[src/rtl/quantum_rng_scheduler_if.sv]
// Request/entropy/delivery bundle for quantum_rng_scheduler.
// The scheduler takes the slave side; requesters, the entropy source and the consumer take the master side.
interface quantum_rng_scheduler_if #(
    parameter int NREQ   = 4,
    parameter int WORD_W = 8,
    parameter int CNT_W  = 16
);
    localparam int ID_W = (NREQ > 1) ? $clog2(NREQ) : 1;

    logic              src_bit;
    logic              src_valid;
    logic [NREQ-1:0]   req;
    logic [NREQ-1:0]   grant;
    logic [ID_W-1:0]   grant_id;
    logic [WORD_W-1:0] data_out;
    logic              data_valid;
    logic              data_ready;
    logic              busy;
    logic [CNT_W-1:0]  words_cnt;

    modport slave (
        input  src_bit, src_valid, req, data_ready,
        output grant, grant_id, data_out, data_valid, busy, words_cnt
    );

    modport master (
        output src_bit, src_valid, req, data_ready,
        input  grant, grant_id, data_out, data_valid, busy, words_cnt
    );
endinterface

[src/rtl/quantum_rng_scheduler.sv]
// Round-robin scheduler handing whole random words, built from a shared entropy bit stream, to NREQ requesters.
// Optional von Neumann debiasing of source bit pairs: define QRNG_VON_NEUMANN_EN.
module quantum_rng_scheduler #(
    parameter int NREQ   = 4,
    parameter int WORD_W = 8,
    parameter int CNT_W  = 16
) (
    input  logic                    clk,
    input  logic                    rst_n,
    quantum_rng_scheduler_if.slave  bus
);
    localparam int ID_W = (NREQ > 1) ? $clog2(NREQ) : 1;
    localparam int BC_W = $clog2(WORD_W + 1);

    typedef enum logic [1:0] {
        IDLE,
        COLLECT,
        DELIVER
    } state_t;

    state_t            r_state;
    state_t            w_state_nxt;
    logic [NREQ-1:0]   r_grant;
    logic [ID_W-1:0]   r_grant_id;
    logic [ID_W-1:0]   r_rr;
    logic [WORD_W-1:0] r_shift;
    logic [WORD_W-1:0] r_data;
    logic              r_data_valid;
    logic [BC_W-1:0]   r_bitcnt;
    logic [CNT_W-1:0]  r_words;

    logic              w_any;
    logic [ID_W-1:0]   w_pick;
    logic              w_req_held;
    logic              w_bit_take;
    logic              w_bit_val;
    logic              w_last;
    logic [WORD_W-1:0] w_shift_nxt;
    logic [ID_W-1:0]   w_rr_nxt;

`ifdef QRNG_VON_NEUMANN_EN
    logic r_phase;
    logic r_first;
`endif

    // First asserted request at or above the rr pointer, wrapping modulo NREQ.
    always_comb begin
        int unsigned idx;
        w_any  = 1'b0;
        w_pick = '0;
        idx    = 0;
        for (int unsigned i = 0; i < NREQ; i++) begin
            idx = (32'(r_rr) + i) % NREQ;
            if (!w_any && bus.req[idx]) begin
                w_any  = 1'b1;
                w_pick = ID_W'(idx);
            end
        end
    end

    always_comb begin
        w_req_held = bus.req[r_grant_id];
`ifdef QRNG_VON_NEUMANN_EN
        // Second bit of a pair yields an output bit only when it differs; 10 -> 1, 01 -> 0.
        w_bit_take = bus.src_valid && r_phase && (r_first != bus.src_bit);
        w_bit_val  = r_first;
`else
        w_bit_take = bus.src_valid;
        w_bit_val  = bus.src_bit;
`endif
        w_shift_nxt = {r_shift[WORD_W-2:0], w_bit_val};
        w_last      = w_bit_take && (r_bitcnt == BC_W'(WORD_W - 1));
        w_rr_nxt    = (r_grant_id == ID_W'(NREQ - 1)) ? '0 : r_grant_id + 1'b1;
    end

    always_comb begin
        w_state_nxt = r_state;
        case (r_state)
            IDLE: begin
                if (w_any) w_state_nxt = COLLECT;
            end
            COLLECT: begin
                if (!w_req_held) w_state_nxt = IDLE;
                else if (w_last) w_state_nxt = DELIVER;
            end
            DELIVER: begin
                if (bus.data_ready) w_state_nxt = IDLE;
            end
            default: w_state_nxt = IDLE;
        endcase
    end

    always_ff @(posedge clk or negedge rst_n) begin
        if (!rst_n) r_state <= IDLE;
        else        r_state <= w_state_nxt;
    end

    always_ff @(posedge clk or negedge rst_n) begin
        if (!rst_n) begin
            r_grant      <= '0;
            r_grant_id   <= '0;
            r_rr         <= '0;
            r_shift      <= '0;
            r_data       <= '0;
            r_data_valid <= 1'b0;
            r_bitcnt     <= '0;
            r_words      <= '0;
`ifdef QRNG_VON_NEUMANN_EN
            r_phase      <= 1'b0;
            r_first      <= 1'b0;
`endif
        end else begin
            case (r_state)
                IDLE: begin
                    if (w_any) begin
                        r_grant    <= NREQ'(1) << w_pick;
                        r_grant_id <= w_pick;
                        r_bitcnt   <= '0;
                        r_shift    <= '0;
`ifdef QRNG_VON_NEUMANN_EN
                        r_phase    <= 1'b0;
`endif
                    end
                end
                COLLECT: begin
                    if (!w_req_held) begin
                        // Abort: partial word discarded, rr pointer left alone.
                        r_grant  <= '0;
                        r_bitcnt <= '0;
                        r_shift  <= '0;
`ifdef QRNG_VON_NEUMANN_EN
                        r_phase  <= 1'b0;
`endif
                    end else begin
`ifdef QRNG_VON_NEUMANN_EN
                        if (bus.src_valid) begin
                            r_phase <= ~r_phase;
                            if (!r_phase) r_first <= bus.src_bit;
                        end
`endif
                        if (w_bit_take) begin
                            r_shift  <= w_shift_nxt;
                            r_bitcnt <= r_bitcnt + 1'b1;
                            if (w_last) begin
                                r_data       <= w_shift_nxt;
                                r_data_valid <= 1'b1;
                            end
                        end
                    end
                end
                DELIVER: begin
                    if (bus.data_ready) begin
                        r_data_valid <= 1'b0;
                        r_grant      <= '0;
                        r_rr         <= w_rr_nxt;
                        r_words      <= r_words + 1'b1;
                    end
                end
                default: ;
            endcase
        end
    end

    assign bus.grant      = r_grant;
    assign bus.grant_id   = r_grant_id;
    assign bus.data_out   = r_data;
    assign bus.data_valid = r_data_valid;
    assign bus.busy       = (r_state != IDLE);
    assign bus.words_cnt  = r_words;
endmodule

[src/flat_wrapper.sv]
// flat-port wrapper written by rule: the top's interface ports become plain ports
module quantum_rng_scheduler_flat 
#(
    parameter int NREQ   = 4,
    parameter int WORD_W = 8,
    parameter int CNT_W  = 16
)
  (clk, rst_n, bus_src_bit, bus_src_valid, bus_req, bus_data_ready, bus_grant, bus_grant_id, bus_data_out, bus_data_valid, bus_busy, bus_words_cnt);
  quantum_rng_scheduler_if #(.NREQ(NREQ), .WORD_W(WORD_W), .CNT_W(CNT_W)) bus_i ();
  input  logic clk;
  input  logic rst_n;
  input wire logic [$bits(bus_i.src_bit)-1:0] bus_src_bit;
  input wire logic [$bits(bus_i.src_valid)-1:0] bus_src_valid;
  input wire logic [$bits(bus_i.req)-1:0] bus_req;
  input wire logic [$bits(bus_i.data_ready)-1:0] bus_data_ready;
  output wire logic [$bits(bus_i.grant)-1:0] bus_grant;
  output wire logic [$bits(bus_i.grant_id)-1:0] bus_grant_id;
  output wire logic [$bits(bus_i.data_out)-1:0] bus_data_out;
  output wire logic [$bits(bus_i.data_valid)-1:0] bus_data_valid;
  output wire logic [$bits(bus_i.busy)-1:0] bus_busy;
  output wire logic [$bits(bus_i.words_cnt)-1:0] bus_words_cnt;
  assign bus_i.src_bit = bus_src_bit;
  assign bus_i.src_valid = bus_src_valid;
  assign bus_i.req = bus_req;
  assign bus_i.data_ready = bus_data_ready;
  assign bus_grant = bus_i.grant;
  assign bus_grant_id = bus_i.grant_id;
  assign bus_data_out = bus_i.data_out;
  assign bus_data_valid = bus_i.data_valid;
  assign bus_busy = bus_i.busy;
  assign bus_words_cnt = bus_i.words_cnt;
  quantum_rng_scheduler #(.NREQ(NREQ), .WORD_W(WORD_W), .CNT_W(CNT_W)) u_core (.clk(clk), .rst_n(rst_n), .bus(bus_i));
endmodule
[config.mk]
export PLATFORM = sky130hd
export DESIGN_NAME = quantum_rng_scheduler_flat
export DESIGN_NICKNAME = d
export VERILOG_FILES = /design/src/rtl/quantum_rng_scheduler_if.sv /design/src/rtl/quantum_rng_scheduler.sv /design/src/flat_wrapper.sv
export SDC_FILE = /design/constraint.sdc
export NUM_CORES = 1
export LEC_CHECK = 0
export BUFFER_PORTS_ARGS = -buffer_cell sky130_fd_sc_hd__buf_4
export CORE_ASPECT_RATIO = 0.7
export CORE_MARGIN = 8
export CORE_UTILIZATION = 52
export CTS_CLUSTER_SIZE = 14
export DETAILED_ROUTE_END_ITERATION = 8
export PLACE_DENSITY_LB_ADDON = 0.15
export SYNTH_ARGS = -nofsm -noshare
export SYNTH_HDL_FRONTEND = slang
export SYNTH_SLANG_ARGS = --single-unit
[constraint.sdc]
create_clock -name clk -period 2.5 [get_ports clk]
set_input_delay 0.5 -clock clk [delete_from_list [all_inputs] [get_ports clk]]
set_output_delay 0.5 -clock clk [all_outputs]
set_load 0.05 [all_outputs]
# Word level (Yosys, flattened, before mapping)
# Index checks and enable logic that the tools add are counted.
# totals
ramBits,0
out_inout_bits,32
reg_bits,46
word_cells,93
mem_bits_ro,0
mem_count,0
input_bits,9
latch_bits,0
# op_classes
eq_ne,12
n_lt_le_gt_ge,5
reduce_logical,19
n_addsub,6
n_mul,0
shift,1
mux,41
div_mod_pow,0
n_bitwise,0
# ops
operator,n
$mux 4,6
$mux 7,3
$mux 2,9
$add 16x1->16 const B,1
$lt 2x3->1 const B,5
$pmux 7 s2,1
$mux 1,13
$pmux 4 s3,1
$bmux 1 s2,5
$pmux 4 s2,1
$reduce_and 4->1,2
$ne 2x1->1 const B,3
$ne 2x2->1 const B,3
$ne 3x3->1 const B,2
$pmux 2 s3,1
$reduce_and 3->1,2
$reduce_bool 2->1,3
$reduce_and 5->1,1
$add 2x1->2 const B,2
$add 2x2->2 const B,2
$add 4x1->4 const B,1
$eq 2x2->1 const B,2
$eq 4x3->1 const B,1
$logic_and 1x1->1,4
other kinds (7),10

# Depth between registers and ports, before layout
# Gate-level depths: netlist (run 1).
# depth
depth_word,15
depth_mapped,8
ltp_nobuf,6

# Worst setup path after synthesis (run 1)
# No wires, ideal clock.
# synth_path
path_kind,reg2reg
start,"register u_core.r_grant_id[0], in the netlist u_core.bus.grant_id[0]"
end,register u_core.r_bitcnt[2]
setup_slack_ns,0.348
period_less_slack_ns,2.152
n_path_buf,0
arrival_time_ns,2.065
path_stages_with_launch,5
path_cell_list,dfrtp_1 mux4_2 and3b_4 or4_1 a22oi_1
# synth_between
elab_chain_len,4
word_cells_on_any_way,6
cone_classes,eq/ne: 1; mux: 4; reduce/logical: 1
# synth_rtl
item,line,source
start: declaration,quantum_rng_scheduler.sv:24,logic [ID_W-1:0] r_grant_id;
start signal: assignment,quantum_rng_scheduler.sv:117,r_grant_id <= w_pick;
$bmux 1 s2 (*),quantum_rng_scheduler.sv:62,w_req_held = bus.req[r_grant_id];
$mux 1 (implied by the code) (*),quantum_rng_scheduler.sv:62,
$ne 3x3->1 (no source line) or $mux 4 (tied branches),--,
$reduce_and 3->1 (no source line) or $pmux 4 s2 (tied branches),--,
end signal: assignment,quantum_rng_scheduler.sv:143,r_bitcnt <= r_bitcnt + 1'b1;
end: declaration,quantum_rng_scheduler.sv:29,logic [BC_W-1:0] r_bitcnt;
# Every way passes the cells marked *; elsewhere a longest branch is shown, timed or not. The select of a mux whose other input is x is not followed.
# A chain may end at the register's enable or synchronous reset.

# Final worst setup path (run 1)
# Ends and elaborated chain as after synthesis.

==> results.md, run 1 <==
Detailed routing:
- The post-detailed-route wirelength per cell is 15.2 um.
- In the routed layout, each cell is associated on average with a via count of between 5 and 6.
- Once detail routing completed, the nets flagged for antenna violations numbered 0.
- The total routed wirelength is 4550 um.
- The number of iterations in the first detailed-routing pass is 5.
- The violation count after the first detailed-route iteration is between 100 and 150.
- The via count is between 1500 and 2000.
- For this run, design rule violations remaining after detail routing come to 0.

Power:
- The maximum VDD drop is between 0.4 and 0.5 mV.
- For this design the static power due to leakage is about 1.4 nW.
- Combinational logic burns approximately a third of the power.
- The clock network power share is ~27%.
- The switching component of the power is between 0.0007 and 0.0008 W.
- Overall power consumption after layout is estimated at 0.00211 W.
- The switching power share of the total is between 30% and 40%.
- The power per cell area is 792 nW/um2.
- The internal power consumption is 0.00132 W.
- The share of power burned in registers is 41.2%.

Worst setup path:
- The critical register-to-register path startpoint is u_core.bus.grant_id[0]$_DFFE_PN0P_.
- The critical path goes through mux4_2, and3b_4, or4_1, a22oi_1.
- STA classifies the critical path endpoint as a flip-flop.
- Tracing the worst setup path back leads to its startpoint at u_core.bus.grant_id[0]$_DFFE_PN0P_.
- In this design, the stage delay of the slowest critical-path cell is between 0.5 and 0.6 ns.
- STA classifies the critical path startpoint as a flip-flop.
- The internal reg-to-reg setup slack is 0.51 ns.
- The worst setup path endpoint is u_core.r_bitcnt[2]$_DFFE_PN0P_.
- The data required time at the worst endpoint is 2.72 ns.
- Data arrives at the worst endpoint at 2.21 ns.
- Along the worst path, the maximum fanout reaches 13.
- The reg-to-reg critical path endpoint is u_core.r_bitcnt[2]$_DFFE_PN0P_.
- The startpoint-to-endpoint class of the critical path is reg -> reg.
- The slowest cell on the critical path is mux4_2.
- Counting cells, the worst reg-to-reg path comes to 4.

Global routing:
- The number of antenna violations at the first check in global routing came to 0.
- The sum of overflow across all layers after global routing is 0.
- The number of global-route vias before repair is ~1700.
- The overall global routing resource usage is roughly 15%.
- The largest net degree at the start of global routing is between 40 and 50.
- The first global-routing pass estimated 7880 um of wire.

Placed design:
- At the end of routability-driven placement, the weighted congestion stood at between 0.7 and 0.8.
- Summed over all nets, the half-perimeter wirelength after detailed placement is around 3200 um.
- The number of buffers added on ports is 40.
- The worst setup timing slack at the placement stage is between 0.3 and 0.4 ns.
- The placed instances occupy a cell area of about 2500 um2.

Clock tree:
- CTS built an H-tree with a depth of 2.
- The count of clock tree sinks is 46.
- No sink is reached through more buffers than the 2 on the longest clock path.
- Buffers inserted to repair hold after CTS numbered 0.
- The clock slew at the register clock pins of the worst setup and hold paths is roughly 0.09 ns.
- Clock tree synthesis selected as its root buffer the cell clkbuf_8.
- In this run the post-CTS setup repair buffer count came out at 0.
- The number of buffers inserted during clock tree synthesis is 5.
- The number of cells upsized or downsized after cts is 0.
- Clock latency on the worst-skew pair, taken at its later pin, is 0.30 ns.
- The CTS tree is done.

Floorplan:
- In this run the vertical extent of the chip is 70.1 um.
- Once the floorplan was initialized, standard cells occupied a little over half of the core.
- Pin placement for this block handled between 40 and 50 I/O pins.
- The area of the core region is between 3000 and 4000 um2.
- The row count is 19.
- The area enclosed by the die boundary is 6540 um2.
- The width of the die is 93.3 um.

Timing:
- The final-report hold violation count is 0.
- At the pin with the least slew margin, the transition time is between 0.5 and 0.6 ns.
- The top achievable clock speed is between 500 and 600 MHz.
- Headroom to the max-slew limit came out at about three fifths.
- The final setup violation count is 0.
- The setup slack of the critical path after layout is between 0.5 and 0.6 ns.
- The final clock skew is ~0.0086 ns.
- The aggregate negative setup slack is 0 ns.
- The share of the clock period used by the worst path is around 80%.
- The smallest clock period supported by the final layout is computed as 1.99 ns.
- Setup repair after global routing left no endpoint under its margin.
- The max-slew violation count is 0.

Outcome:
- The run finished with clean final reports.

Synth:
- The share of the Yosys chip area taken by registers is a little over half.
- For this run, the leading register cell type out of synthesis is dfrtp_1.
- The number of enable flip-flop cells after synthesis is 0.
- The synthesized area divided by synthesized cell count is about 11 um2.
- The number of flip-flops and latches in the synthesized netlist is 46.
- The synthesized netlist net count is between 200 and 250.
- Synthesis instantiated 40 different standard cells from the library.
- The synthesized instance count is around 200.
- Summing every instance area after synthesis gives ~2200 um2.
- The fraction of registers with async set/reset is 100%.
- For this run, the number of Yosys warnings is 0.

Worst hold path:
- The worst hold-check path type is in -> async.

Layout:
- The number of antenna cells inserted is 0.
- Measured on the finished design, the core utilization comes to 67.0%.
- The final net count is 262.
- The layout-stage area growth over the synthesis result is 22.3%.
- The share of cells above drive strength 1 is a little over a quarter.
- The number of filler cells placed in the layout is 315.
- After routing the design area is 2660 um2.

Job:
- The max-capacitance violation count is 0.
==> registers in the layout (all words and copies together) (netlist names) <==
| register | cells |
|---|---|
| u_core.r_state | 2 |
| u_core.r_shift | 7 |
| u_core.r_bitcnt | 4 |
| u_core.bus.words_cnt | 16 |
| u_core.r_rr | 2 |
| u_core.bus.grant_id | 2 |
| u_core.bus.grant | 4 |
| u_core.bus.data_valid | 1 |
| u_core.bus.data_out | 8 |
==> area by class of cell <==
class,count,area (um2),share of cell area [%]
inverters,7,26.3,0.988
well taps,52,65.1,2.45
repair buffers,44,330,12.4
clock buffers,5,68.8,2.59
clock inverters,3,45.0,1.69
multi-input cells,142,973,36.6
flip-flops and latches,46,1150,43.3
==> metal layers <==
layer	wire length, um	GRT usage, %	share of wire, %
met5	0	0	0
met4	46	5.34	1.0
met3	222	4.80	4.9
met2	1890	20.7	42
met1	2390	20.4	53
==> layout by cell type (no fill, tap or decap), types with 6 or more instances in the layout <==
cell type   n
dfrtp_1    46
buf_4      44
nand2_1    23
o21ai_0    14
mux2_2     10
nand4_1    10
xnor2_1     9
nand3_1     8
inv_1       7
nor2_1      7
ha_1        7
xor2_1      6
a21oi_1     6
==> critical path, delay by kind of cell (launching register included) <==
| family | cells | cell delay, ns |
|---|---|---|
| flops | 1 | 0.46 |
| mux | 1 | 0.57 |
| simple gates | 2 | 0.71 |
| compound gates | 1 | 0.17 |
==> power groups by stage <==
stage               Combinational [W]  Sequential (W)  Clock (W)
floorplan                    0.000341         0.00100          0
global placement             0.000662        0.000879          0
detailed placement           0.000671        0.000881          0
CTS                          0.000673        0.000867   0.000568
global route                 0.000732        0.000878   0.000602
finish                       0.000674        0.000869   0.000564
==> stage by stage <==
step	instances	hold slack, ns
after detailed placement	291	0.473
after CTS	299	0.208
after global placement	291	0.466
after floorplan	201	0.204
after global routing	299	0.224
final	299	0.179
==> how the worst min path moves through the flow <==
stage	to	start	slack, ns	cells after the start
floorplan	u_core.bus.data_out[0]$_DFFE_PN0P_	rst_n	0.20	0
global placement	u_core.bus.words_cnt[15]$_DFFE_PN0P_	u_core.bus.words_cnt[15]$_DFFE_PN0P_	0.47	1
detailed placement	u_core.bus.words_cnt[15]$_DFFE_PN0P_	u_core.bus.words_cnt[15]$_DFFE_PN0P_	0.47	1
CTS	u_core.bus.words_cnt[9]$_DFFE_PN0P_	rst_n	0.21	1
global route	u_core.r_shift[1]$_DFFE_PN0P_	rst_n	0.22	1
finish	u_core.r_rr[1]$_DFFE_PN0P_	rst_n	0.18	1
==> cell families (layout without fill, tap and decap cells) <==
family | Yosys count | count (layout) | share of synthesized area [%]
simple gates | 69 | 69 | 16.3
fa+ha+maj | 7 | 7 | 4.03
buf+inv | 13 | 59 | 2.36
flops | 46 | 46 | 52.9
compound gates | 38 | 38 | 11.2
xor+xnor | 15 | 15 | 6.04
mux | 13 | 13 | 7.13
==> synthesized netlist by cell type (all sizes together) (2+ instances only) <==
cell     count  area share (%)
xor2         6             2.4
mux2i        2            0.92
and3         3            0.86
mux2        10             5.2
nor2b        2            0.57
clkbuf       5            0.92
a21o         2            0.69
nor2         7             1.2
nand4       10             2.9
o2bb2ai      2            0.81
nand2       23             4.0
dfrtp       46              53
nor3         3            0.69
or4          2            0.69
xnor2        9             3.6
inv          7             1.2
o31ai        5             1.7
ha           7             4.0
nand2b       3            0.86
nor4         3            0.86
nand3        8             1.8
a21oi        6             1.4
o21ai       14             3.2
Power figures use the tool's default switching activity.
==> run 2: changes to the inputs <==
- clock period: 2.5 -> 1.96 ns (I/O delays scaled with it)
==> run 2 against run 1 <==
Compared with the run above: maximum frequency increased by 8.6%; critical path depth unchanged; worst hold slack got worse by 0.11 ns; non-clock buffer count increased by 2; via count increased by 1.6%; clock power increased by 7.6%; clock skew increased by 0.0029 ns; global-route usage decreased by 0.078 points; largest cell class unchanged; largest power group unchanged; highest routed layer unchanged.
==> results.md, run 2 (synthesized netlist as in run 1, its figures left out) <==
Timing:
- The relative slew slack is 62.5% (was 61.7%).
- Unrepaired setup endpoints after global routing: no (unchanged).
- The share of the clock period used by the worst path was 93.4% (was 79.5%).
- The max-slew violation count is 0 (unchanged).
- The top achievable clock speed was 547 MHz (was 503 MHz).
- The tightest hold margin is 0.0722 ns (was 0.179 ns).
- The final clock skew is 0.0115 ns (was 0.00857 ns).
- The final-report hold violation count is 0 (unchanged).
- The final critical delay including setup and external delays came to 1.83 ns (was 1.99 ns).
- The final setup violation count is 0 (unchanged).
- The slew at the pin closest to its max-slew limit was 0.563 ns (was 0.575 ns).

Layout:
- Commonest cells after routing, fill and taps aside: buf_4, dfrtp_1, nand2_1 (was dfrtp_1, buf_4, nand2_1).
- The number of flip-flops in the largest register is 16 (unchanged).
- The layout-stage area growth over the synthesis result is 22.5% (was 22.3%).
- The final cell utilization of the core is 67.2% (was 67.0%).
- The most common cell after layout, fill and taps aside is buf_4 (was dfrtp_1).
- The number of antenna cells inserted is 0 (unchanged).
- The final net count is 264 (was 262).
- The share of cells above drive strength 1 is 28.5% (was 26.3%).

Floorplan:
- The row count is 19 (unchanged).
- The vertical die dimension is 70.1 um (unchanged).
- The area enclosed by the die boundary is 6540 um2 (unchanged).
- The area of the core region is 3970 um2 (unchanged).
- The initial standard-cell utilization of the core was 54.8% (unchanged).
- The top-level I/O count is 41 (unchanged).
- The width of the die came to 93.3 um (unchanged).

Worst setup path:
- The startpoint class of the critical path was a flip-flop (unchanged).
- The kind of cell adding the most delay to the critical path is simple AND/OR/NAND/NOR gates (unchanged).
- The slowest cell on the critical path is mux4_2 (unchanged).
- The data required time at the worst endpoint is 2.18 ns (was 2.72 ns).
- The reg-to-reg critical path endpoint is u_core.r_bitcnt[2]$_DFFE_PN0P_ (unchanged).
- The critical register-to-register path startpoint is u_core.bus.grant_id[0]$_DFFE_PN0P_ (unchanged).
- The internal reg-to-reg setup slack is 0.13 ns (was 0.51 ns).
- The arrival time at the worst endpoint is 2.05 ns (was 2.21 ns).
- Cell-by-cell trace of the critical path: mux4_2, and3b_4, or4_1, a22oi_1 (unchanged).
- The delay of the slowest cell on the worst path is 0.53 ns (was 0.57 ns).
- The depth of the worst register-to-register path is 4 (unchanged).
- The maximum fanout count along the critical path is 7 (was 13).
- The kind of end point of the critical path is a flip-flop (unchanged).
- The number of buffers and inverters on the critical path is 0 (unchanged).
- The startpoint-to-endpoint class of the critical path was reg -> reg (unchanged).

Power:
- The clock network power share came to 23.4% (was 26.8%).
- The share of power burned in registers was 42.3% (was 41.2%).
- The power per cell area is 974 nW/um2 (was 792 nW/um2).
- The relative contribution of combinational cells to total power was 34.3% (was 32.0%).
- The leakage dissipation is 1.38 nW (was 1.37 nW).
- The switching component of the power was 0.000987 W (was 0.000789 W).
- The internal power consumption is 0.00161 W (was 0.00132 W).
- The maximum VDD drop was 0.749 mV (was 0.415 mV).
- The switching power share of the total is 38.0% (was 37.5%).

Worst hold path:
- The worst hold-check path type is in -> async (unchanged).

Job:
- The max-capacitance violation count came to 0 (unchanged).

Detailed routing:
- The violation count after the first detailed-route iteration was 95 (was 112).
- The number of iterations in the first detailed-routing pass was 4 (was 5).
- The via count was 1677 (was 1650).
- The post-detailed-route wirelength per cell is 14.9 um (was 15.2 um).
- The final routed DRC violation total is 0 (unchanged).
- The number of nets with antenna violations after detailed routing is 0 (unchanged).
- The total routed wirelength was 4500 um (was 4550 um).
- The detail-routed via count per cell is 5.57 (was 5.52).

Global routing:
- The sum of overflow across all layers after global routing was 0 (unchanged).
- The largest net degree at the start of global routing is 47 (unchanged).
- The number of global-route vias before repair came to 1673 (was 1667).
- The number of antenna violations at the first check in global routing is 0 (unchanged).
- The global-route wire length before repair came to 7740 um (was 7880 um).
- The overall global routing resource usage is 14.7% (was 14.8%).

Clock tree:
- The number of buffers inserted during clock tree synthesis is 5 (unchanged).
- The count of clock tree sinks came to 46 (unchanged).
- The CTS tree was done (unchanged).
- The clock slew at the register clock pins of the worst setup and hold paths is 0.08 ns (was 0.09 ns).
- The post-cts hold buffer count came to 0 (unchanged).
- The insertion delay to the later sink of the worst-skew pair is 0.31 ns (was 0.30 ns).
- The number of H-tree levels was 2 (unchanged).
- The buffer depth of the longest clock path is 2 (unchanged).
- The buffer type at the clock tree root was clkbuf_8 (unchanged).

Placed design:
- The detailed-placement wirelength estimate is 3250 um (about the same).
- The routability congestion estimate is 0.796 (was 0.788).
- The number of buffers added on ports is 40 (unchanged).

Outcome:
- Run status: finished, final reports clean (unchanged).
run 2: cell count changes in the layout (fill, tap and decap cells not counted), sizes merged:
cell / before / now
clkinvlp: 2 / 1
buf: 44 / 46
bufinv: 1 / 0
clkinv: 0 / 1
clkbuf: 5 / 6
run 2: cell type report:
type	count	area (um2)
clock inverter	2	12.5
clock buffer	6	82.6
fill	329	1300
multi-input combinational	142	982
tap	52	65.1
sequential	46	1150
inverter	7	26.3
timing repair buffer	46	345
run 2: power groups by stage:
stage	Clock (W)	Sequential, W	Combinational [W]
after floorplan	0	0.00128	0.000436
after global placement	0	0.00112	0.000847
after detailed placement	0	0.00112	0.000857
after CTS	0.000619	0.00111	0.000861
after global routing	0.000671	0.00111	0.000968
final	0.000607	0.00110	0.000892
run 2: worst max path at each step:
| stage | depth (start not counted) | end | slack (ns) | start |
|---|---|---|---|---|
| 6_report | 4 | u_core.r_bitcnt[2]$_DFFE_PN0P_ | 0.13 | u_core.bus.grant_id[0]$_DFFE_PN0P_ |
| 5_1_grt | 7 | u_core.bus.words_cnt[9]$_DFFE_PN0P_ | 0.03 | u_core.r_state[0]$_DFFE_PN0P_ |
| 4_1_cts | 6 | u_core.r_bitcnt[0]$_DFFE_PN0P_ | 0.03 | u_core.r_state[1]$_DFFE_PN0P_ |
| 3_5_place_dp | 5 | u_core.r_bitcnt[2]$_DFFE_PN0P_ | -0.01 | bus_req[3] |
| 3_3_place_gp | 5 | u_core.r_bitcnt[2]$_DFFE_PN0P_ | 0.04 | bus_req[3] |
| 2_1_floorplan | 4 | u_core.r_bitcnt[2]$_DFFE_PN0P_ | -0.01 | u_core.bus.grant_id[0]$_DFFE_PN0P_ |
run 2: metal layers:
metal,global-route usage (%),part of all wire (%),up-vias
li1,-,-,815
met1,20.9,51,808
met2,20.1,42,47
met3,4.06,5.2,7
met4,6.05,1.8,0
met5,0,0,-
run 2: what timing repair did:
item,in CTS,in global routing
resized for setup,0,2
setup endpoints to repair,0,11
buffers inserted,0,1
run 2: worst register-to-register path: cells and delay by family, from the launching register on:
family	cells	cell delay [ns]
flip-flops	1	0.39
AND/OR/NAND/NOR	2	0.68
AO/OA/AOI/OAI	1	0.15
multiplexers	1	0.53
run 2: stage by stage:
stage	setup slack (ns)	cell area, um2	total power, W	setup TNS (ns)	std cells
2_1_floorplan	-0.00977	2180	0.00171	-0.00977	201
3_3_place_gp	0.0368	2560	0.00197	0	292
3_5_place_dp	-0.00981	2560	0.00198	-0.00981	292
4_1_cts	0.0288	2650	0.00259	0	300
5_1_grt	0.0289	2670	0.00275	0	301
6_report	0.130	2670	0.00260	0	301
